**src/rtl/bsg_link_downstream_arbiter.sv**
```systemverilog
// Packet-aware round-robin merge of downstream link channels onto one valid/yumi consumer port.
// Optional stall watchdog: define BSG_LINK_DOWNSTREAM_ARBITER_WATCHDOG_EN.
module bsg_link_downstream_arbiter #(
  parameter int channel_width_p   = 16,
  parameter int num_channels_p    = 4,
  parameter int len_width_p       = 4,
  parameter int len_offset_p      = 0,
  parameter int watchdog_cycles_p = 255,
  localparam int id_width_lp = (num_channels_p > 1) ? $clog2(num_channels_p) : 1
) (
  input  logic                                      clk_i,
  input  logic                                      reset_i,
  input  logic [num_channels_p-1:0]                 valid_i,
  input  logic [num_channels_p*channel_width_p-1:0] data_i,
  output logic [num_channels_p-1:0]                 yumi_o,
  output logic                                      valid_o,
  output logic [channel_width_p-1:0]                data_o,
  output logic [id_width_lp-1:0]                    grant_id_o,
  input  logic                                      yumi_i,
  output logic                                      error_o
);

  if (num_channels_p < 2) begin : g_bad_channels
    $error("num_channels_p must be at least 2");
  end
  if (len_offset_p + len_width_p > channel_width_p) begin : g_bad_len_field
    $error("length field does not fit inside a flit");
  end
  if (watchdog_cycles_p < 1) begin : g_bad_watchdog
    $error("watchdog_cycles_p must be at least 1");
  end

  typedef enum logic {
    e_idle  = 1'b0,
    e_burst = 1'b1
  } state_e;

  // Handshake: a flit moves when valid_o && yumi_i in the same cycle; yumi_o
  // is the consumer's yumi_i steered back to the channel currently shown.
  state_e                     state_r;
  logic [id_width_lp-1:0]     rr_ptr_r;
  logic [id_width_lp-1:0]     grant_r;
  logic [len_width_p-1:0]     cnt_r;

  logic [channel_width_p-1:0] chan_data [num_channels_p];
  logic [id_width_lp-1:0]     sel;
  logic [id_width_lp-1:0]     cur_id;
  logic [id_width_lp-1:0]     next_ptr;
  logic [channel_width_p-1:0] cur_data;
  logic [len_width_p-1:0]     hdr_len;
  logic                       cur_valid;
  logic                       accept;

  for (genvar i = 0; i < num_channels_p; i++) begin : g_unpack
    assign chan_data[i] = data_i[i*channel_width_p +: channel_width_p];
  end

  // First valid channel at or after rr_ptr_r, wrapping.
  always_comb begin
    logic                   found;
    logic [id_width_lp-1:0] cand;
    sel   = rr_ptr_r;
    found = 1'b0;
    cand  = '0;
    for (int i = 0; i < num_channels_p; i++) begin
      cand = id_width_lp'((int'(rr_ptr_r) + i) % num_channels_p);
      if (!found && valid_i[cand]) begin
        sel   = cand;
        found = 1'b1;
      end
    end
  end

  assign cur_id    = (state_r == e_burst) ? grant_r : sel;
  assign cur_valid = (state_r == e_burst) ? valid_i[grant_r] : (|valid_i);
  assign cur_data  = chan_data[cur_id];
  assign hdr_len   = cur_data[len_offset_p +: len_width_p];
  assign next_ptr  = (cur_id == id_width_lp'(num_channels_p - 1)) ? '0 : cur_id + 1'b1;
  assign accept    = yumi_i & ~reset_i;

  assign valid_o    = cur_valid & ~reset_i;
  assign data_o     = cur_data;
  assign grant_id_o = cur_id;
  assign yumi_o     = accept ? (num_channels_p'(1) << cur_id) : '0;

  always_ff @(posedge clk_i) begin
    if (reset_i) begin
      state_r  <= e_idle;
      rr_ptr_r <= '0;
      grant_r  <= '0;
      cnt_r    <= '0;
    end else if (accept) begin
      case (state_r)
        e_idle: begin
          if (hdr_len == '0) begin
            rr_ptr_r <= next_ptr;
          end else begin
            state_r <= e_burst;
            grant_r <= sel;
            cnt_r   <= hdr_len;
          end
        end
        e_burst: begin
          cnt_r <= cnt_r - 1'b1;
          if (cnt_r == len_width_p'(1)) begin
            state_r  <= e_idle;
            rr_ptr_r <= next_ptr;
          end
        end
        default: state_r <= e_idle;
      endcase
    end
  end

`ifdef BSG_LINK_DOWNSTREAM_ARBITER_WATCHDOG_EN
  localparam int wd_width_lp = $clog2(watchdog_cycles_p + 1);
  localparam logic [wd_width_lp-1:0] wd_limit_lp = wd_width_lp'(watchdog_cycles_p);

  logic [wd_width_lp-1:0] stall_r;
  logic                   error_r;
  logic                   stalled;

  assign stalled = (state_r == e_burst) && !valid_i[grant_r];

  // Saturating count of consecutive starved burst cycles; error stays set until reset.
  always_ff @(posedge clk_i) begin
    if (reset_i) begin
      stall_r <= '0;
      error_r <= 1'b0;
    end else if (!stalled) begin
      stall_r <= '0;
    end else if (stall_r != wd_limit_lp) begin
      stall_r <= stall_r + 1'b1;
      if (stall_r + 1'b1 == wd_limit_lp) error_r <= 1'b1;
    end
  end

  assign error_o = error_r;
`else
  assign error_o = 1'b0;
`endif

  always_ff @(posedge clk_i) begin
    if (!reset_i) begin
      assert (!(yumi_i && !valid_o))
        else $error("yumi_i asserted while valid_o is low");
    end
  end

endmodule
```
**config.mk**
```make
export PLATFORM = sky130hd
export DESIGN_NAME = bsg_link_downstream_arbiter
export DESIGN_NICKNAME = d
export VERILOG_FILES = /design/src/rtl/bsg_link_downstream_arbiter.sv
export SDC_FILE = /design/constraint.sdc
export NUM_CORES = 1
export LEC_CHECK = 0
export ABC_CLOCK_PERIOD_IN_PS = 2550
export CAP_MARGIN = 30
export CORE_ASPECT_RATIO = 0.9
export CORE_MARGIN = 2
export CORE_UTILIZATION = 64
export DETAILED_ROUTE_END_ITERATION = 8
export DONT_BUFFER_PORTS = 1
export PLACE_DENSITY = 0.8
export SLEW_MARGIN = 5
export SYNTH_ARGS = -nofsm -noshare
export SYNTH_HDL_FRONTEND = slang
export SYNTH_SLANG_ARGS = --single-unit
```
**constraint.sdc**
```tcl
create_clock -name clk_i -period 2.55 [get_ports clk_i]
set_input_delay 0.255 -clock clk_i [delete_from_list [all_inputs] [get_ports clk_i]]
set_output_delay 0.255 -clock clk_i [all_outputs]
set_load 0.02 [all_outputs]
```
==> impl_metrics.json, run 1 <==
{
  "outcome": "completed",
  "gp_congestion": 0.889,
  "synth_top_area_frac": 0.156,
  "numCtsBuffers": 3,
  "cts_hold_buffers": 0,
  "worstHoldStart": "reset_i",
  "crit_fanout": 7,
  "floorplan.initialDensity": 0.657,
  "avgViaCountPerCell": 6.33,
  "cts_tree": "done",
  "slew_violations": 0,
  "synth_top_area_cell": "nand2_1",
  "setup_viol": 0,
  "fillerInstances": 143,
  "cp.arrival_ns": 2.25,
  "cp.required_ns": 2.30,
  "wl_per_cell_um": 16.8,
  "place_ws_ns": 0.134,
  "timing.rr.start": "rr_ptr_r[1]",
  "die_y_um": 48.3,
  "min_path_cells": 1,
  "reg2reg_slack_ns": 0.08,
  "synthCells": 205,
  "drtIter0Drc": 51,
  "design.die.area_mm2": 0.00257,
  "period_share": 0.981,
  "fin_nets": 306,
  "io_buffers": 0,
  "antenna_found_initial": 0,
  "clk_latency_ns": 0.24,
  "netlist_area_mm2": 0.00139,
  "clk_pin_slew_ns": 0.06,
  "critPathLaunch": "rr_ptr_r[1]",
  "worstReg2RegEnd": "rr_ptr_r[1]",
  "leakagePower_nw": 0.756,
  "min_period_ns": 2.50,
  "crit_top_cell": "buf_4",
  "antenna_left": 0,
  "crit_type": "flip-flop to output pin",
  "drt-pass1-iter-count": 4,
  "synth_area_leaders": "nand2_1, dfxtp_1, and3_1",
  "areaGrowthSynthToFinish_pct": 20.7,
  "grt_pass1_wl_um": 6310,
  "ys_seq_elements": 9,
  "ios": 95,
  "rows": 16,
  "min_path_type": "input port to flip-flop",
  "totalWireLength_um": 4280,
  "crit_chain": "nand2_2 > a211o_4 > o31ai_4 > buf_6 > buf_4 > a211oi_2 > nor2_1 > buf_4",
  "h-tree-depth": 1,
  "dp_hpwl_um": 3250,
  "cp-end-kind": "output pin",
  "cts_root_buf": "clkbuf_4",
  "grt_overflow": 0,
  "power.total_mw": 0.872,
  "peakVddDrop_mv": 0.415,
  "grt.total_usage": 0.333,
  "route.vias.total": 1615,
  "core_mm2": 0.00212,
  "synth-seq-area-share": 0.129,
  "worstRegToRegCells": 11,
  "grt_pass1_vias": 1411,
  "fin_ws_ns": 0.0497,
  "cts_max_path_buffers": 2,
  "layout-drive-gt1-share": 0.246,
  "clock.fmax_ghz": 0.400,
  "cpMaxStageDelayCell": "nor2_1",
  "max_stage_delay_ns": 0.38,
  "cts_sinks": 9,
  "synth_cell_type_count": 51,
  "syn_nets": 282,
  "diodes": 0,
  "power_density_mw_per_mm2": 518,
  "yosysWarnings": 0,
  "hold_violations": 0,
  "min_to": "rr_ptr_r[1]",
  "syn-mean-instance-area_um2": 6.80,
  "maxCapViolations": 0,
  "cp-start-kind": "flip-flop",
  "fp.dieW_um": 53.2,
  "fin_skew_ns": 0.00299,
  "grt_max_degree": 27,
  "drc_errors": 0
}
cell usage after synthesis, drive strengths merged:
cell / number
nor3: 5
mux2i: 7
buf: 3
nor2: 7
o311a: 3
or3: 2
a211o: 1
nor4: 4
a2111o: 1
a21oi: 6
clkbuf: 9
nand2b: 2
conb: 1
o31ai: 1
nor2b: 3
o21a: 2
clkinv: 1
nand3b: 2
o311ai: 2
o21ba: 1
or2: 1
mux2: 1
inv: 10
a311o: 1
o21ai: 6
a211oi: 2
a22oi: 1
and3b: 1
o211ai: 5
o31a: 1
o22a: 1
and2: 2
nand2: 58
nor3b: 2
o32ai: 1
nand3: 1
dfxtp: 9
a2bb2oi: 1
a31oi: 14
nand4: 1
ha: 6
and3: 17
report_power, final:
group	leakage (nW)	switching [mW]	internal [mW]
registers	0.0752	0.0166	0.154
logic	0.666	0.343	0.258
clock network	0.0150	0.0402	0.0597
through the flow:
| stage | TNS [ns] | instances | instance area [µm²] | hold WS [ns] | util |
|---|---|---|---|---|---|
| 2_1_floorplan | 0 | 205 | 1390 | 0.324 | - |
| 3_3_place_gp | 0 | 243 | 1540 | 0.327 | 0.724 |
| 3_5_place_dp | 0 | 243 | 1540 | 0.334 | 0.724 |
| 4_1_cts | 0 | 247 | 1580 | 0.0732 | 0.742 |
| 5_1_grt | -0.0766 | 255 | 1680 | 0.0578 | 0.793 |
| 6_report | 0 | 255 | 1680 | 0.0755 | 0.793 |
metal layers:
| layer | vias up | track usage | part of all wire |
|---|---|---|---|
| met4 | 0 | 0.149 | 0.016 |
| met1 | 728 | 0.409 | 0.40 |
| met3 | 8 | 0.0767 | 0.093 |
| li1 | 785 | - | - |
| met5 | - | 0 | 0 |
| met2 | 94 | 0.570 | 0.49 |
logic make-up after synthesis:
family	count (synthesis)	synth area share
AOI/OAI and AO/OA	50	0.303
adders and majority gates	6	0.0539
buffers and inverters	23	0.0754
DFF	9	0.129
muxes	8	0.0610
other	1	0.00269
and+or+nand+nor	108	0.375
how the worst max path moves through the flow:
stage                  endpoint  slack, ns  cells past startpoint
floorplan            data_o[10]       0.14                      7
global placement      data_o[6]       0.24                      9
detailed placement     cnt_r[0]       0.13                     11
CTS                  data_o[14]       0.02                      9
global route        rr_ptr_r[1]      -0.04                     11
finish                data_o[2]       0.05                      8
what timing repair did:
item	CTS	global route
resized for setup	3	12
setup endpoints to repair	12	24
pin swaps	0	2
endpoints found under the hold margin	0	0
setup buffers	0	8
state kept, by name (all words and copies together) (netlist names):
signal    cells
cnt_r         4
grant_r       2
rr_ptr_r      2
state_r       1
critical path, delay by kind of cell, from the launching register on:
family                 cells  cell delay [ns]
AOI/OAI and AO/OA          3             0.66
buffers and inverters      3             0.52
and+or+nand+nor            2             0.44
DFF                        1             0.37
area by class of cell:
cell class                      count  area [µm²]  area share
Timing Repair Buffer               31         249       0.148
Inverter                           11        43.8      0.0260
Clock buffer                        4        26.3      0.0156
Tap cell                           27        33.8      0.0201
Multi-Input combinational cell    173        1140       0.680
Sequential cell                     9         185       0.110
cells in the final DEF, fill, tap and decap left out, types with 2 or more instances in the layout:
master and count:
nor3b_1 2, o311ai_0 2, o211ai_1 3, clkbuf_4 3
inv_2 2, or3_1 2, dfxtp_1 7, nand2_1 57
nand3b_1 2, a31oi_1 11, a21oi_1 5, mux2i_1 6
nor2_1 7, o311a_1 3, ha_1 6, a31oi_4 2
buf_4 29, o21ai_1 2, nand2b_1 2, o21ai_0 4
o211ai_2 2, nor2b_1 3, nor3_1 4, nor4_1 4
and3_1 16, and2_1 2, inv_1 7
(Power assumes the default switching activity.)
==> run 2: changes to the inputs <==
--- a/config.mk
+++ b/config.mk
@@ -12,6 +12,7 @@
 export CORE_UTILIZATION = 64
 export DETAILED_ROUTE_END_ITERATION = 8
 export DONT_BUFFER_PORTS = 1
+export GPL_TIMING_DRIVEN = 0
 export PLACE_DENSITY = 0.8
 export SLEW_MARGIN = 5
 export SYNTH_ARGS = -nofsm -noshare
==> run 2 against run 1 <==
Effect of this change: final area grew 3.3%; sequential share of layout area down 0.35 points; largest power group unchanged; flip-flop and latch count unchanged; clock skew is essentially flat; register-to-register slack improved by 0.03 ns; critical endpoint is now data_o[13]; largest cell class unchanged.
==> impl_metrics.json, run 2 (synthesis results as in run 1) <==
{
  "drt-pass1-iter-count": 5,
  "crit_type": "flip-flop to output pin",
  "route.vias.total": 1634,
  "power_density_mw_per_mm2": 510,
  "die_y_um": 48.3,
  "wl_per_cell_um": 18.1,
  "reg2reg_slack_ns": 0.11,
  "fin_nets": 293,
  "p_switching_mw": 0.445,
  "drc_errors": 0,
  "layout-drive-gt1-share": 0.270,
  "p_int_mw": 0.442,
  "fillerInstances": 139,
  "clock.fmax_ghz": 0.405,
  "worst_pin_slew_ns": 0.509,
  "critical_path.endpoint": "data_o[13]",
  "cts_tree": "done",
  "power_frac_seq": 0.192,
  "rows": 16,
  "place_ws_ns": -0.191,
  "worstRegToRegCells": 10,
  "antenna_left": 0,
  "grt_pass1_wl_um": 6200,
  "avgViaCountPerCell": 6.75,
  "floorplan.initialDensity": 0.657,
  "min_period_ns": 2.47,
  "h-tree-depth": 1,
  "drtIter0Drc": 59,
  "hold_violations": 0,
  "leakagePower_nw": 0.707,
  "fin_skew_ns": 0.00306,
  "diodes": 0,
  "grt_overflow": 0,
  "clk_latency_ns": 0.27,
  "peakVddDrop_mv": 0.332,
  "gp_congestion": 0.885,
  "io_buffers": 0,
  "power.total_mw": 0.887,
  "largestRegisters": "cnt_r x4, grant_r x2, rr_ptr_r x2",
  "fin_ws_ns": 0.0779,
  "grt_max_degree": 13,
  "cp.arrival_ns": 2.22,
  "largest_register": "cnt_r",
  "cts_root_buf": "clkbuf_4",
  "min_path_type": "input port to flip-flop",
  "dp_hpwl_um": 3020,
  "setup_viol": 0,
  "period_share": 0.969,
  "cp-start-kind": "flip-flop",
  "grt.total_usage": 0.332,
  "numCtsBuffers": 3,
  "timing.rr.start": "rr_ptr_r[1]",
  "cp.required_ns": 2.30,
  "utilization": 0.819,
  "clkPwrFrac": 0.125,
  "ios": 95,
  "largest_reg_flops": 4,
  "totalWireLength_um": 4380,
  "final_cell_mix": "nand2_1, and3_1, a31oi_4",
  "multi_input_area_mm2": 0.00131,
  "design.die.area_mm2": 0.00257,
  "p_sw_frac": 0.502,
  "cp-end-kind": "output pin",
  "grt_pass1_vias": 1422,
  "outcome": "completed",
  "regArea_um2": 185,
  "worstHoldStart": "reset_i",
  "core_mm2": 0.00212,
  "cts_max_path_buffers": 2,
  "whs_ns": 0.0439,
  "worstReg2RegEnd": "rr_ptr_r[0]",
  "slew_violations": 0,
  "cts_sinks": 9,
  "layout_commonest_cell": "nand2_1",
  "final_cell_count_no_fill": 242,
  "combPwrFrac": 0.683,
  "fp.dieW_um": 53.2,
  "antenna_found_initial": 0,
  "critPathLaunch": "rr_ptr_r[1]",
  "areaGrowthSynthToFinish_pct": 24.7,
  "maxCapViolations": 0,
  "maxSlewHeadroom": 0.657,
  "clk_pin_slew_ns": 0.06,
  "crit_fanout": 11,
  "placed_cells": 232
}
-- run 2: changes by cell type in the layout (fill, tap and decap cells not counted), moves of 2 or more --
cell,before,now
buf_4,29,9
a31oi_1,11,1
a31oi_4,2,10
and3_1,16,13
a31oi_2,1,3
and3_4,1,3
buf_6,1,3
clkbuf_1,1,3
-- run 2: worst min path at each step --
stage                             end  slack (ns)  depth (start not counted)
after floorplan           rr_ptr_r[1]        0.32                          1
after global placement    rr_ptr_r[1]        0.33                          1
after detailed placement      state_r        0.33                          1
after CTS                 rr_ptr_r[1]        0.04                          1
after global routing      rr_ptr_r[1]        0.03                          1
final                     rr_ptr_r[1]        0.04                          1
-- run 2: power groups by stage --
stage               logic [mW]  clock network, mW  registers (mW)
floorplan                0.394                  0           0.165
global placement         0.447                  0           0.167
detailed placement       0.461                  0           0.168
CTS                      0.546              0.114           0.169
global route             0.642              0.125           0.171
finish                   0.606              0.111           0.170
-- run 2: worst max-delay path, cell delays in order (launching register included) --
cell,delay (ns)
dfxtp_4,0.36
and3b_1,0.18
a2111o_1,0.35
a31oi_4,0.24
inv_2,0.13
clkbuf_2,0.21
and3_1,0.19
a31oi_2,0.30
-- run 2: repair_timing --
| item | 4_1_cts | 5_1_grt |
|---|---|---|
| endpoints found under the setup margin | 19 | 23 |
| setup buffers | 3 | 3 |
| gates cloned | 0 | 1 |
| pin swaps | 3 | 5 |
| gates resized for setup | 32 | 26 |
| hold buffers | 0 | 0 |
-- run 2: per-stage QoR --
stage / instance area, µm² / setup TNS (ns)
2_1_floorplan: 1390 / 0
3_3_place_gp: 1430 / -1.03
3_5_place_dp: 1430 / -2.04
4_1_cts: 1630 / 0
5_1_grt: 1740 / -0.0419
6_report: 1740 / 0
-- run 2: layout make-up --
| cell class | count | area share |
|---|---|---|
| Buffer | 11 | 0.0518 |
| Clock buffer | 4 | 0.0151 |
| Inverter | 11 | 0.0266 |
| Multi-Input combinational cell | 173 | 0.752 |
| Sequential cell | 9 | 0.107 |
| Tap cell | 27 | 0.0194 |
| Timing Repair Buffer | 7 | 0.0288 |
-- run 2: routing by layer --
metal  track usage  share of wire  up-vias
met5             0              0        -
met2         0.593           0.48      102
met4         0.133          0.023        0
met1         0.390           0.40      753
li1              -              -      764
met3        0.0828          0.095       15
